### config.mk
export PLATFORM = sky130hd
export DESIGN_NAME = answer_sequencer
export DESIGN_NICKNAME = d
export VERILOG_FILES = /design/src/rtl/answer_sequencer.sv
export SDC_FILE = /design/constraint.sdc
export NUM_CORES = 1
export LEC_CHECK = 0
export ABC_CLOCK_PERIOD_IN_PS = 2200
export BUFFER_PORTS_ARGS = -buffer_cell sky130_fd_sc_hd__buf_4
export CORE_UTILIZATION = 45
export CTS_BUF_LIST = sky130_fd_sc_hd__clkbuf_16
export CTS_CLUSTER_DIAMETER = 50
export DETAILED_ROUTE_END_ITERATION = 12
export GPL_TIMING_DRIVEN = 0
export HOLD_SLACK_MARGIN = 0.02
export PLACE_DENSITY = 0.85
export SLEW_MARGIN = 15
export SYNTH_ARGS = -nofsm -noshare
export SYNTH_HDL_FRONTEND = slang
export SYNTH_SLANG_ARGS = --single-unit
### constraint.sdc
create_clock -name clk50M -period 2.2 [get_ports clk50M]
set_input_delay 0.33 -clock clk50M [delete_from_list [all_inputs] [get_ports clk50M]]
set_output_delay 0.33 -clock clk50M [all_outputs]
set_load 0.02 [all_outputs]
### src/rtl/answer_sequencer.sv
// answer_sequencer: steps the LCG generator on each new-answer request,
// screens the returned value (1..8, not equal to the previous answer) and
// writes the accepted answer with a one-cycle write_enable. When too many
// samples are rejected, a forced answer (previous + 1, wrapping) is written.
`timescale 1ns/1ps
module answer_sequencer #(
    parameter int RNG_LAT   = 1,
    parameter int MAX_RETRY = 3,
    parameter int ANS_MIN   = 1,
    parameter int ANS_MAX   = 8
) (
    input  logic        clk50M,
    input  logic        rst,
    input  logic        change_answer,
    input  logic [31:0] rng_value,
    output logic        rng_step,
    output logic [3:0]  answer,
    output logic        write_enable,
    output logic        busy
);

    typedef enum logic [2:0] {S_IDLE, S_STEP, S_WAIT, S_CHECK, S_WRITE} state_t;

    // WAIT lasts RNG_LAT-1 cycles: the counter loads RNG_LAT-2 and runs down to 0
    localparam int RW = (MAX_RETRY > 0) ? $clog2(MAX_RETRY + 1) : 1;
    localparam int WW = (RNG_LAT > 2) ? $clog2(RNG_LAT - 1) : 1;

    localparam logic [WW-1:0] WAIT_INIT = WW'((RNG_LAT > 1) ? RNG_LAT - 2 : 0);
    localparam logic [RW-1:0] RETRY_LIM = RW'(MAX_RETRY);
    localparam logic [31:0]   MIN32     = 32'(ANS_MIN);
    localparam logic [31:0]   MAX32     = 32'(ANS_MAX);
    localparam logic [3:0]    MIN4      = 4'(ANS_MIN);
    localparam logic [3:0]    MAX4      = 4'(ANS_MAX);

    state_t          state_q, state_d;
    logic            chg_q;
    logic [RW-1:0]   retry_q, retry_d;
    logic [WW-1:0]   wait_q, wait_d;
    logic            pending_q, pending_d;
    logic [3:0]      cand_d;
    logic [3:0]      answer_q, answer_d;
    logic            rng_step_q, rng_step_d;
    logic            we_q, we_d;
    logic            busy_q, busy_d;

    logic            req;
    logic            accept;
    logic [3:0]      fallback;

    // answer_q doubles as the previous answer: both always receive the same value
    assign req      = change_answer & ~chg_q;
    assign accept   = (rng_value >= MIN32) && (rng_value <= MAX32) &&
                      (rng_value != {28'd0, answer_q});
    assign fallback = (answer_q == MAX4) ? MIN4 : answer_q + 4'd1;

    // State and sequencing registers
    always_ff @(posedge clk50M or posedge rst) begin
        if (rst) begin
            state_q   <= S_IDLE;
            chg_q     <= 1'b0;
            retry_q   <= '0;
            wait_q    <= '0;
            pending_q <= 1'b0;
        end else begin
            state_q   <= state_d;
            chg_q     <= change_answer;
            retry_q   <= retry_d;
            wait_q    <= wait_d;
            pending_q <= pending_d;
        end
    end

    // Next-state logic, retry/wait counters and the request queue (1 deep)
    always_comb begin
        state_d   = state_q;
        retry_d   = retry_q;
        wait_d    = wait_q;
        pending_d = pending_q;
        cand_d    = answer_q;
        if (req && state_q != S_IDLE && state_q != S_WRITE)
            pending_d = 1'b1;
        case (state_q)
            S_IDLE: begin
                if (req) begin
                    state_d = S_STEP;
                    retry_d = '0;
                end
            end
            S_STEP: begin
                if (RNG_LAT > 1) begin
                    state_d = S_WAIT;
                    wait_d  = WAIT_INIT;
                end else begin
                    state_d = S_CHECK;
                end
            end
            S_WAIT: begin
                if (wait_q == '0) state_d = S_CHECK;
                else              wait_d  = wait_q - WW'(1);
            end
            S_CHECK: begin
                if (accept) begin
                    state_d = S_WRITE;
                    cand_d  = rng_value[3:0];
                end else if (retry_q == RETRY_LIM) begin
                    state_d = S_WRITE;
                    cand_d  = fallback;
                end else begin
                    state_d = S_STEP;
                    retry_d = retry_q + RW'(1);
                end
            end
            S_WRITE: begin
                pending_d = 1'b0;
                if (pending_q || req) begin
                    state_d = S_STEP;
                    retry_d = '0;
                end else begin
                    state_d = S_IDLE;
                end
            end
            default: state_d = S_IDLE;
        endcase
    end

    // Output decode from the next state so every output is a flop aligned with its state
    always_comb begin
        rng_step_d = (state_d == S_STEP);
        we_d       = (state_d == S_WRITE);
        busy_d     = (state_d != S_IDLE);
        answer_d   = (state_d == S_WRITE) ? cand_d : answer_q;
    end

    // Output registers
    always_ff @(posedge clk50M or posedge rst) begin
        if (rst) begin
            rng_step_q <= 1'b0;
            we_q       <= 1'b0;
            busy_q     <= 1'b0;
            answer_q   <= MIN4;
        end else begin
            rng_step_q <= rng_step_d;
            we_q       <= we_d;
            busy_q     <= busy_d;
            answer_q   <= answer_d;
        end
    end

    assign rng_step     = rng_step_q;
    assign answer       = answer_q;
    assign write_enable = we_q;
    assign busy         = busy_q;

endmodule

# Word-level counts from Yosys, hierarchy flattened
# Index checks and enable logic that the tools add are counted.
# W data, S select, Z words.
# word_totals
input_bits	35
output_inout_bits	7
ff_bits	15
# classes
muxes	17
n_eq_ne	14
addsub	3
reduce_logical	13
order_cmp	2
bitwise_logic	2
# op_table
cell	n
$ge A32 B1 Y1 const B	1
$le A32 B4 Y1 const B	1
$ne A32 B4 Y1	1
$pmux W3 S5	1
$mux W3	4
$mux W4	3
$reduce_bool A3 Y1	3
$mux W2	4
$ne A2 B2 Y1 const B	4
$eq A3 B1 Y1 const B	2
$eq A3 B2 Y1 const B	2
$eq A3 B3 Y1 const B	2
$pmux W2 S3	1
$reduce_and A5 Y1	1
$add A4 B1 Y4 const B	1
$eq A4 B4 Y1 const B	1
$logic_and A1 B1 Y1	4
$mux W1	4
$reduce_bool A2 Y1	2
$logic_not A3 Y1	1
$ne A3 B3 Y1 const B	1
$reduce_and A3 Y1	1
$add A2 B1 Y2 const B	1
$eq A2 B2 Y1 const B	1
other kinds (4)	4

# Depth between registers and ports, before layout
# Gate-level depths: netlist of run 1.
# logic_depth
depth_word	7
mapped_depth	7
ltp_nobuf	7

# Worst setup path before layout of run 1
# Ideal clock, no wire load.
# synth_timing
kind	input-to-reg
startpoint	in rng_value[4]
endpoint	reg retry_q[1]
required_time_ns	2.075
arrival_ns	1.692
stages	6
path_slack_ns	0.383
setup_ns	0.125
path_cell_list	nor4_1 > nand4_1 > or3_1 > buf_6 > o21ai_2 > mux2_2
# synth_via
elab_chain_len	5
word_cells_on_any_way	7
classes_between	2 x order compare; 2 x eq/ne; 3 x reduce/logical
# synth_lines
item	line	rtl
start, declared	15	input logic [31:0] rng_value,
$ge A32 B1 Y1 / $le A32 B4 Y1 (equally long branches)	52	assign accept = (rng_value >= MIN32) && (rng_value <= MAX32) &&
$logic_and A1 B1 Y1	52	
$logic_and A1 B1 Y1 (*)	52	
$ne A2 B2 Y1 (no source line) (*)	n/a	
$reduce_and A5 Y1 (no source line) (*)	n/a	
end signal, assigned	67	retry_q <= retry_d;
end, declared	37	logic [RW-1:0] retry_q, retry_d;
# Mark *: on every way between the ends. The rest lies on a longest branch, timed or not.
# A chain may end at the register's enable or synchronous reset.

# Final worst setup path of run 1
# layout_timing
startpoint	in rng_value[15]
endpoint	reg answer_q[3], in the netlist answer[3]
# layout_via
elab_chain_len	7
word_cells_on_any_way	11
classes_between	2 x order compare; 2 x eq/ne; 3 x mux; 4 x reduce/logical
# layout_lines
item	line	rtl
$ge A32 B1 Y1 / $le A32 B4 Y1 (equally long branches)	52	
$logic_and A1 B1 Y1	52	
$logic_and A1 B1 Y1 (*)	52	
$mux W3 (*)	102	if (accept) begin
$pmux W3 S5 (*)	82	case (state_q)
net state_d[2]	35	state_t state_q, state_d;
$eq A3 B3 Y1 (*)	131	answer_d = (state_d == S_WRITE) ? cand_d : answer_q;
$reduce_and A3 Y1 (no source line) (*)	n/a	
end signal, assigned	145	answer_q <= answer_d;
end, declared	41	logic [3:0] answer_q, answer_d;
# Mark *: on every way through the listed nets, which the timed path passes. The rest lies on a longest branch.

==> impl_summary.log, run 1 <==
INFO  metric place_inst = 160
INFO  metric final_net_count = roughly 180
INFO  metric io-pin-count = 42
INFO  metric report.final.slew_viol_count = 0
INFO  metric final.period_utilization = between 80% and 90%
INFO  metric holdBufCountCts = 0
INFO  metric critical_path.slowest_cell = or3_1
INFO  metric dominantRegCellSynth = dfrtp_1
INFO  metric chipHeight = 46.2 um
INFO  metric gp_routability_congestion = about 0.9
INFO  metric synth_cells = 94
INFO  metric worst_pin_slew = about 530 ps
INFO  metric cts_inserted_buffers = 3
INFO  metric yosys_warnings = 0
INFO  metric drt_first_iter_violations = 22
INFO  metric wl = 2.16 mm
INFO  metric detail_route.drc_violations = 0
INFO  metric die_area = roughly 0.0021 mm^2
INFO  metric synth_fp_nets = roughly 130
INFO  metric final_design_area_no_fill = ~0.0013 mm^2
INFO  metric grt.overflow.total = 0
INFO  metric yosysUniqueCellTypes = 36
INFO  metric commonest_non_fill_non_tap_cell_in_the_layout = buf_4
INFO  metric async_flop_share = 100%
INFO  metric area.growth.synth_to_final = 47.6%
INFO  metric cp.arrival = 1920 ps
INFO  metric skew = around 1.1 ps
INFO  metric die_x = 46.2 um
INFO  metric setup.worst_path.class = input port to register
INFO  metric max_stage_delay = around 400 ps
INFO  metric grt_first_pass_wirelength = between 3 and 4 mm
INFO  metric setup_tns = 0 ps
INFO  metric synth-seq-area-share = 40.1%
INFO  metric rsz0062_at_grt = false
INFO  metric ys_seq_elements = 14
INFO  metric cts_root_buf = clkbuf_16
INFO  metric vias = 886
INFO  metric max_freq = 546 MHz
INFO  metric fraction_of_final_layout_cells_with_drive_strength_greater_than_1 = 38.1%
INFO  metric post-dp-hpwl = around 1.8 mm
INFO  metric instances_no_fill = 164
INFO  metric filler_cell_count = between 100 and 150
INFO  metric htreeDepth = 1
INFO  metric initial_standard_cell_utilization_of_the_core = ~49%
INFO  metric layout.cells.most_common_list = buf_4 (41), dfrtp_1 (13), nand2_1 (10), nor2_1 (7), inv_1 (6)
INFO  metric clock_transition_at_the_register_clock_pins_on_the_worst_setup_and_hold_paths_after_cts = ~40 ps
INFO  metric p_per_area = 1170 mW/mm^2
INFO  metric synth_enable_flop_cells = 0
INFO  metric crit_path_cell_trace = buf_4 -> nor4_2 -> nand4_1 -> or3_1 -> buf_6 -> a211oi_4 -> o221ai_1
INFO  metric via_per_inst = 5.40
INFO  metric avgSynthCellArea = 9.33 um^2
INFO  metric average_wire_per_standard_cell = around 13 um
INFO  metric finalHoldViolCount = 0
INFO  metric setup.worst_path.end_class = register
INFO  metric drt_pre_antenna_iters = 5
INFO  metric min_path_type = input port to async pin
INFO  metric placedInstanceArea = around 0.0012 mm^2
INFO  metric netlist_area = approximately 880 um^2
INFO  metric clock_tree.buffer_depth = 2
INFO  metric setup.worst_path.start_class = input port
INFO  metric maxCapViolCount = 0
INFO  metric cts_resized = 0
INFO  metric count_of_buffering_cells_on_the_critical_path_with_inverters_included = 2
INFO  metric critical_path.top_delay_family = simple AND/OR/NAND/NOR gates
INFO  metric diodes_inserted = 0
INFO  metric worstPathRequired = about 2300 ps
INFO  metric vdd_ir_drop_max = 1.24 mV
INFO  metric post-route-util = between 70 and 80%
INFO  metric synth.top_cells.by_area = dfrtp_1 (37%), ha_1 (4.3%), nand2_1 (4.3%), nor4_2 (4.3%), dfstp_2 (3.0%)
INFO  metric largest_net_degree_at_the_start_of_global_routing = 15
INFO  metric groute.usage.overall = approximately 22%
INFO  metric slew_headroom = roughly two thirds
INFO  metric clkLatencyLatePin = ~240 ps
INFO  metric std_cell_rows = 15
INFO  metric path_max_fanout = 8
INFO  metric synth_top_area_share = roughly 37%
INFO  metric count_of_nets_left_with_antenna_violations_after_detail_routing = 0
INFO  metric antenna_violations_before_repair = 0
INFO  metric cts.sinks = 14
INFO  metric synth_top_cell_by_area = dfrtp_1
INFO  metric first_global_vias = between 700 and 800
INFO  metric timing.final.crit_period = between 1500 and 2000 ps
INFO  metric tritoncts = done
INFO  metric numPortBuffers = a little over 40
INFO  metric cellLeakagePower = 0.578 nW
INFO  metric placeableCoreArea = 0.00178 mm^2
INFO  metric post_cts_buffers = 0
INFO  metric outcome = completed
INFO  metric setup-violations-final = 0
INFO  metric timing.hold.ws = about 130 ps
## routing by layer
layer	GRT usage, %	wire (um)	vias to the layer above
met2	35.5	1120	23
met3	5.88	76	2
li1	-	-	439
met4	3.53	14	0
met1	29.9	952	422
met5	0	0	-
## worst register-to-register path: cells and delay by family (launching register included)
family	cells	cell delay, ps
flops	1	470
simple gates	2	450
compound gates	3	720
## Yosys cell counts (2+ instances only)
| cell type | n |
|---|---|
| dfrtp_1 | 13 |
| nand2_1 | 10 |
| nor2_1 | 7 |
| inv_1 | 6 |
| nand3_1 | 4 |
| nor3_1 | 4 |
| nor4_1 | 4 |
| o21ai_0 | 4 |
| ha_1 | 3 |
| nor4_2 | 3 |
| o221ai_1 | 3 |
| xnor2_1 | 3 |
| a211oi_1 | 2 |
| a21boi_0 | 2 |
| a21oi_1 | 2 |
| nand2b_1 | 2 |
| o2111ai_1 | 2 |
| or3_1 | 2 |
## power by group
group,internal [mW],switching [mW]
Clock,0.239,0.0940
Combinational,0.317,0.390
Sequential,0.372,0.0991
Total,0.928,0.583
## per-stage QoR
stage / worst slack [ps] / total power, mW
after CTS: 347 / 1.51
after detailed placement: 96.9 / 1.17
after floorplan: 383 / 0.936
after global routing: 205 / 1.64
after global placement: 143 / 1.15
final: 368 / 1.51
## final timing paths
check	from	end	slack, ps	depth (start not counted)
min in group clk50M	change_answer	chg_q	210	1
worst max-delay path	rng_value[15]	answer[3]	370	7
worst min-delay path	rst	state_q[0]	130	2
worst min register to register	pending_q	pending_q	550	2
max in group asynchronous	rst	answer[0]	1710	2
worst max register to register	answer[2]	answer[3]	410	5
## sequential cells by signal, summed over array words and instances (netlist names)
signal	cells
state_q	3
retry_q	2
write_enable	1
rng_step	1
answer	4
busy	1
pending_q	1
chg_q	1
## cells by family after synthesis
family                   count (synthesis)  share of synthesized area [%]
AO/OA/AOI/OAI                           22                           19.8
flip-flops                              14                           40.1
XOR/XNOR                                 4                           4.00
adder cells (fa/ha/maj)                  3                           4.28
multiplexers                             1                           1.28
buffers and inverters                    8                           4.28
AND/OR/NAND/NOR                         42                           26.3
## layout make-up
type / instances / area (um^2) / share of cell area (%)
multi-input combinational: 72 / 488 / 37.7
sequential: 14 / 352 / 27.1
timing repair buffer: 41 / 308 / 23.8
clock buffer: 3 / 75.1 / 5.80
tap: 25 / 31.3 / 2.42
inverter: 6 / 22.5 / 1.74
buffer: 2 / 15.0 / 1.16
clock inverter: 1 / 3.75 / 0.290
Note: power is estimated with default switching activity, not from simulation.
==> run 2: changes to the inputs <==
Settings changed: ABC_AREA set to 1, ABC_CLOCK_PERIOD_IN_PS 2200 to 1550, CORE_UTILIZATION 45 to 41, PLACE_DENSITY 0.85 to 0.81.
Clock period 2.2 ns to 1.55 ns, I/O delays scaled along.
==> run 2 against run 1 <==
First-iteration DRC count shrank 23%. Total power grew 30%. Critical path depth grew 3. Setup slack lost 250 ps. Sequential power grew 27%. Synthesized area grew 4.3%. Core utilization shrank 4.8 points. Critical endpoint unchanged.
==> impl_summary.log, run 2 <==
INFO  metric outcome = completed
INFO  metric largest_register_ff_count = 4
INFO  metric reg2reg_depth = 10
INFO  metric final_net_count = 219
INFO  metric first_global_vias = 994
INFO  metric setup.worst_path.class = register to register
INFO  metric gp_routability_congestion = between 0.8 and 0.9
INFO  metric critical_path.most_common_cell = nand2_1
INFO  metric std_cell_rows = 16
INFO  metric worstPathRequired = between 1500 and 2000 ps
INFO  metric cts_root_buf = clkbuf_16
INFO  metric setup-violations-final = 0
INFO  metric synth_fp_nets = 170
INFO  metric grt_first_pass_wirelength = between 3 and 4 mm
INFO  metric drt_pre_antenna_iters = 4
INFO  metric crit_path_cell_trace = xnor2_1 -> nand2_1 -> nor2_2 -> nor2_4 -> nand2_4 -> nand2_1 -> nand2_1 -> clkinv_1 -> nand2_1 -> nand2_1
INFO  metric maxCapViolCount = 0
INFO  metric timing.critical_path.depth = 10
INFO  metric min_path_type = input port to async pin
INFO  metric report.final.slew_viol_count = 0
INFO  metric placedInstanceArea = 0.00126 mm^2
INFO  metric cts.sinks = 14
INFO  metric skew = about 2.6 ps
INFO  metric final.period_utilization = approximately 93%
INFO  metric clock_transition_at_the_register_clock_pins_on_the_worst_setup_and_hold_paths_after_cts = 50 ps
INFO  metric async_flop_share = 100%
INFO  metric yosys_warnings = 0
INFO  metric wl = between 2 and 2.5 mm
INFO  metric chipHeight = just under 50 um
INFO  metric critical_path.startpoint = answer[0]
INFO  metric post-synth-top-count-cell = nand2_1
INFO  metric post-place-ws = -33.8 ps
INFO  metric grt.overflow.total = 0
INFO  metric synth-seq-area-share = between 30% and 40%
INFO  metric htreeDepth = 1
INFO  metric critical_path.top_delay_family = simple AND/OR/NAND/NOR gates
INFO  metric yosysUniqueCellTypes = 19
INFO  metric clkLatencyLatePin = between 200 and 300 ps
INFO  metric layout.cells.most_common_list = nand2_1 (46), buf_4 (43), nor2_1 (21), inv_1 (12)
INFO  metric synth_enable_flop_cells = 0
INFO  metric initial_standard_cell_utilization_of_the_core = between 40 and 50%
INFO  metric fraction_of_final_layout_cells_with_drive_strength_greater_than_1 = about a third
INFO  metric clock_tree.buffer_depth = 2
INFO  metric ys_seq_elements = 14
INFO  metric cellLeakagePower = between 0.7 and 0.8 nW
INFO  metric avgSynthCellArea = 6.93 um^2
INFO  metric setup_tns = 0 ps
INFO  metric synth.cells.most_frequent = nand2_1 (48), nor2_1 (21), dfrtp_1 (13), inv_1 (12), nand3_1 (11)
INFO  metric die_area = about 0.0024 mm^2
INFO  metric antenna_violations_before_repair = 0
INFO  metric vdd_ir_drop_max = approximately 1.1 mV
INFO  metric groute.usage.overall = roughly a fifth
INFO  metric max_freq = roughly 700 MHz
INFO  metric detail_route.drc_violations = 0
INFO  metric drt_first_iter_violations = 17
INFO  metric diodes_inserted = 0
INFO  metric commonest_non_fill_non_tap_cell_in_the_layout = nand2_1
INFO  metric placeableCoreArea = 0.00202 mm^2
INFO  metric critical_path.reg2reg.startpoint = answer[0]
INFO  metric finalWorstSetupSlack = around 110 ps
INFO  metric filler_cell_count = 166
INFO  metric count_of_nets_left_with_antenna_violations_after_detail_routing = 0
INFO  metric numPortBuffers = between 40 and 50
INFO  metric path_max_fanout = 6
INFO  metric timing.final.crit_period = 1440 ps
INFO  metric finalHoldViolCount = 0
INFO  metric synth.top_cells.by_area = dfrtp_1 (36%), nand2_1 (20%), nor2_1 (8.6%), nand3_1 (6.0%), inv_1 (4.9%)
INFO  metric post-dp-hpwl = roughly 1.7 mm
INFO  metric netlist_area = approximately 910 um^2
INFO  metric synth_top_area_share = between 30 and 40%
INFO  metric die_x = ~50 um
INFO  metric critical_path.slowest_cell = dfstp_2
INFO  metric p_per_area = between 1000 and 1500 mW/mm^2
INFO  metric dominantRegCellSynth = dfrtp_1
INFO  metric count_of_buffering_cells_on_the_critical_path_with_inverters_included = 1
INFO  metric max_stage_delay = about 530 ps
INFO  metric area.growth.synth_to_final = 49.9%
INFO  metric cp.arrival = about 1600 ps
INFO  metric slew_headroom = between 60% and 70%
INFO  metric setup.worst_path.end_class = register
INFO  metric vias = ~970
INFO  metric cts_inserted_buffers = 3
INFO  metric synth_top_cell_by_area = dfrtp_1
INFO  metric via_per_inst = around 4.7
INFO  metric io-pin-count = 42
INFO  metric largest_net_degree_at_the_start_of_global_routing = 15
INFO  metric final_design_area_no_fill = 0.00137 mm^2
INFO  metric synth_cells = between 100 and 150
INFO  metric average_wire_per_standard_cell = approximately 11 um
INFO  metric setup.worst_path.start_class = register
INFO  metric worst_pin_slew = around 500 ps
INFO  metric tritoncts = done
[run 2: logic make-up (layout without fill, tap and decap cells)]
| kind of cell | after synthesis | count (layout) | synth area share, % |
|---|---|---|---|
| and+or+nand+nor | 89 | 90 | 42.5 |
| buffers and inverters | 16 | 63 | 6.57 |
| DFF | 14 | 14 | 38.4 |
| AOI/OAI and AO/OA | 6 | 6 | 4.51 |
| xor gates and xnor gates | 4 | 4 | 3.83 |
| adders and majority gates | 3 | 3 | 4.10 |
[run 2: power by group]
part           total (mW)  leakage [nW]  internal (mW)  switching, mW
Sequential          0.598         0.166          0.501         0.0970
Combinational       0.878         0.524          0.374          0.504
Clock               0.489        0.0385          0.341          0.148
Total                1.96         0.729           1.22          0.749
[run 2: layout make-up]
class / instances / area [um^2] / share of cell area [%]
Clock buffer: 3 / 75.1 / 5.47
Clock inverter: 1 / 3.75 / 0.274
Inverter: 16 / 60.1 / 4.38
Multi-Input combinational cell: 103 / 522 / 38.0
Sequential cell: 14 / 354 / 25.8
Tap cell: 27 / 33.8 / 2.46
Timing Repair Buffer: 43 / 323 / 23.5
[run 2: path summary, 6_finish.rpt]
check | end | slack, ps
min reg2reg | pending_q | 500
min in group clk50M | chg_q | 100
min | state_q[0] | 20
max in group asynchronous | answer[1] | 1160
max reg2reg | answer[3] | 110
max | answer[3] | 110
[run 2: timing repair]
item / 4_1_cts / 5_1_grt
setup endpoints to repair: 7 / 7
pin swaps: 0 / 1
gates resized for setup: 1 / 4
setup buffers: 1 / 1
gates cloned: 0 / 1
hold buffers: 0 / 0
[run 2: through the flow]
stage | std cells | utilization (%) | hold slack (ps) | power, mW
2_1_floorplan | 132 | - | 121 | 1.13
3_3_place_gp | 200 | 62.1 | 287 | 1.37
3_5_place_dp | 200 | 62.1 | 304 | 1.41
4_1_cts | 205 | 66.5 | 45.6 | 1.93
5_1_grt | 207 | 67.8 | 61.1 | 2.11
6_report | 207 | 67.8 | 19.9 | 1.96
[run 2: per-layer routing]
| metal | track usage, % | share of wire (%) | vias up |
|---|---|---|---|
| li1 | - | - | 505 |
| met1 | 19.1 | 39 | 435 |
| met2 | 38.1 | 56 | 28 |
| met3 | 5.30 | 4.7 | 3 |
| met4 | 9.80 | 0.81 | 0 |
| met5 | 0 | 0 | - |
==> run 3: changes to the inputs <==
Settings changed: ABC_AREA 1 to unset, CORE_UTILIZATION 41 to 40, PLACE_DENSITY 0.81 to 0.8.
==> run 3 against run 2 <==
Combinational power increased by 40%. Clock-buffer cell count unchanged. Total power increased by 21%. The flow now finishes with violations (setup timing). Maximum frequency decreased by 13%. Die area decreased by 1.6%. Critical path type is now input port to register. Register-to-register slack got worse by 210 ps. Wire length increased by 12%.
==> impl_summary.log, run 3 (synthesis results as in run 1) <==
INFO  metric setup.worst_path.end_class = register
INFO  metric grt.overflow.total = 0
INFO  metric fraction_of_final_layout_cells_with_drive_strength_greater_than_1 = approximately 48%
INFO  metric filler_cell_count = between 100 and 150
INFO  metric diodes_inserted = 0
INFO  metric cts_root_buf = clkbuf_16
INFO  metric initial_standard_cell_utilization_of_the_core = 43.8%
INFO  metric die_area = between 0.002 and 0.0025 mm^2
INFO  metric final.period_utilization = 107%
INFO  metric busiest_layer = met2
INFO  metric worst_pin_slew = ~530 ps
INFO  metric drt_pre_antenna_iters = 4
INFO  metric total_power = 2.37 mW
INFO  metric setup.worst_path.start_class = input port
INFO  metric chipHeight = slightly below 50 um
INFO  metric sequential_cell_area = 353 um^2
INFO  metric count_of_nets_left_with_antenna_violations_after_detail_routing = 0
INFO  metric globalRouteMet2Util = a little over a third
INFO  metric rsz0062_at_grt = true
INFO  metric numPortBuffers = 41
INFO  metric via_per_inst = ~5.4
INFO  metric setup.worst_path.class = input port to register
INFO  metric setup-violations-final = 8
INFO  metric report.final.slew_viol_count = 0
INFO  metric clock_tree.buffer_depth = 2
INFO  metric outcome = finished, violations left
INFO  metric max_freq = 602 MHz
INFO  metric groute.usage.overall = between 20% and 30%
INFO  metric drt_first_iter_violations = 16
INFO  metric finalHoldViolCount = 0
INFO  metric multiInputGateArea = 608 um^2
INFO  metric critical_path.startpoint = rng_value[23]
INFO  metric skew = 1.24 ps
INFO  metric placeableCoreArea = 0.00200 mm^2
INFO  metric instances_no_fill = 170
INFO  metric die_x = roughly 49 um
INFO  metric groute.layer.met3.usage = between 4 and 5%
INFO  metric largest_register_ff_count = 4
INFO  metric layout.cells.most_common_list = buf_4 (38), dfrtp_1 (12), nand2_1 (10), buf_6 (9), inv_1 (7)
INFO  metric tritoncts = done
INFO  metric timing.final.crit_period = between 1500 and 2000 ps
INFO  metric use_met1 = between 20 and 30%
INFO  metric failed_checks = setup timing
INFO  metric average_wire_per_standard_cell = 14.8 um
INFO  metric commonest_non_fill_non_tap_cell_in_the_layout = buf_4
INFO  metric worstPathRequired = around 1700 ps
INFO  metric gp_routability_congestion = about 0.9
INFO  metric post-dp-hpwl = ~1.7 mm
INFO  metric cts_inserted_buffers = 3
INFO  metric place_inst = ~160
INFO  metric first_global_vias = between 800 and 900
INFO  metric cp.arrival = 1840 ps
INFO  metric vdd_ir_drop_max = between 1 and 1.5 mV
INFO  metric detail_route.drc_violations = 0
INFO  metric io-pin-count = 42
INFO  metric antenna_violations_before_repair = 0
INFO  metric largest_net_degree_at_the_start_of_global_routing = 15
INFO  metric min_path_type = input port to async pin
INFO  metric vias = between 900 and 1000
INFO  metric cellLeakagePower = roughly 0.63 nW
INFO  metric critical_path.reg2reg.startpoint = answer[2]
INFO  metric wl = roughly 2.5 mm
INFO  metric post-place-ws = -348 ps
INFO  metric maxCapViolCount = 0
INFO  metric finalWorstSetupSlack = -110 ps
INFO  metric cts.sinks = 14
INFO  metric slew_headroom = between 60% and 70%
INFO  metric clock_transition_at_the_register_clock_pins_on_the_worst_setup_and_hold_paths_after_cts = 40 ps
INFO  metric htreeDepth = 1
INFO  metric clkLatencyLatePin = roughly 240 ps
INFO  metric post-route-util = ~74%
INFO  metric std_cell_rows = 16
INFO  metric final_net_count = roughly 180
INFO  metric area.growth.synth_to_final = 69.0%
INFO  metric path_max_fanout = 8
INFO  metric grt_first_pass_wirelength = 3.93 mm
INFO  metric p_per_area = between 1500 and 2000 mW/mm^2
==> run 3: layout make-up <==
| type | count | area share [%] |
|---|---|---|
| Buffer | 1 | 0.759 |
| Clock buffer | 3 | 5.06 |
| Clock inverter | 1 | 0.253 |
| Inverter | 6 | 1.52 |
| Multi-Input combinational cell | 72 | 41.0 |
| Sequential cell | 14 | 23.8 |
| Tap cell | 27 | 2.28 |
| Timing Repair Buffer | 46 | 25.3 |
==> run 3: repair_timing <==
item / in CTS / in global routing
endpoints found under the setup margin: 7 / 8
setup buffers: 1 / 4
hold buffers: 0 / 0
pin swaps: 9 / 9
resized for setup: 13 / 4
==> run 3: worst max-delay path, stage by stage <==
cell      delay (ps)
buf_6             90
nor4_4           260
nand4_1          120
or3_1            400
buf_6            150
a211oi_4         330
o221a_1          240
==> run 3: per-layer routing <==
layer,routed length (um),share of wire (%)
met4,22,0.88
met2,1300,52
met5,0,0
met1,1080,43
met3,111,4.4
==> run 3: where the power goes <==
group          internal (mW)  switching, mW
Sequential             0.529          0.132
Clock                  0.340          0.139
Combinational          0.565          0.665
==> run 3: final timing paths <==
check	endpoint	slack [ps]	cells past startpoint
setup / recovery	answer[1]	-110	7
hold / removal	write_enable	30	2
setup reg to reg	answer[1]	-100	5
hold reg to reg	pending_q	540	2
max in group asynchronous	answer[2]	1140	2
min in group clk50M	chg_q	110	1
==> run 3: stage by stage <==
step           TNS [ps]  hold slack [ps]  area (um^2)
2_1_floorplan      -286              121          942
3_3_place_gp      -2530              292         1280
3_5_place_dp      -2600              299         1280
4_1_cts            -572             42.0         1440
5_1_grt            -886             66.5         1480
6_report           -451             33.0         1480
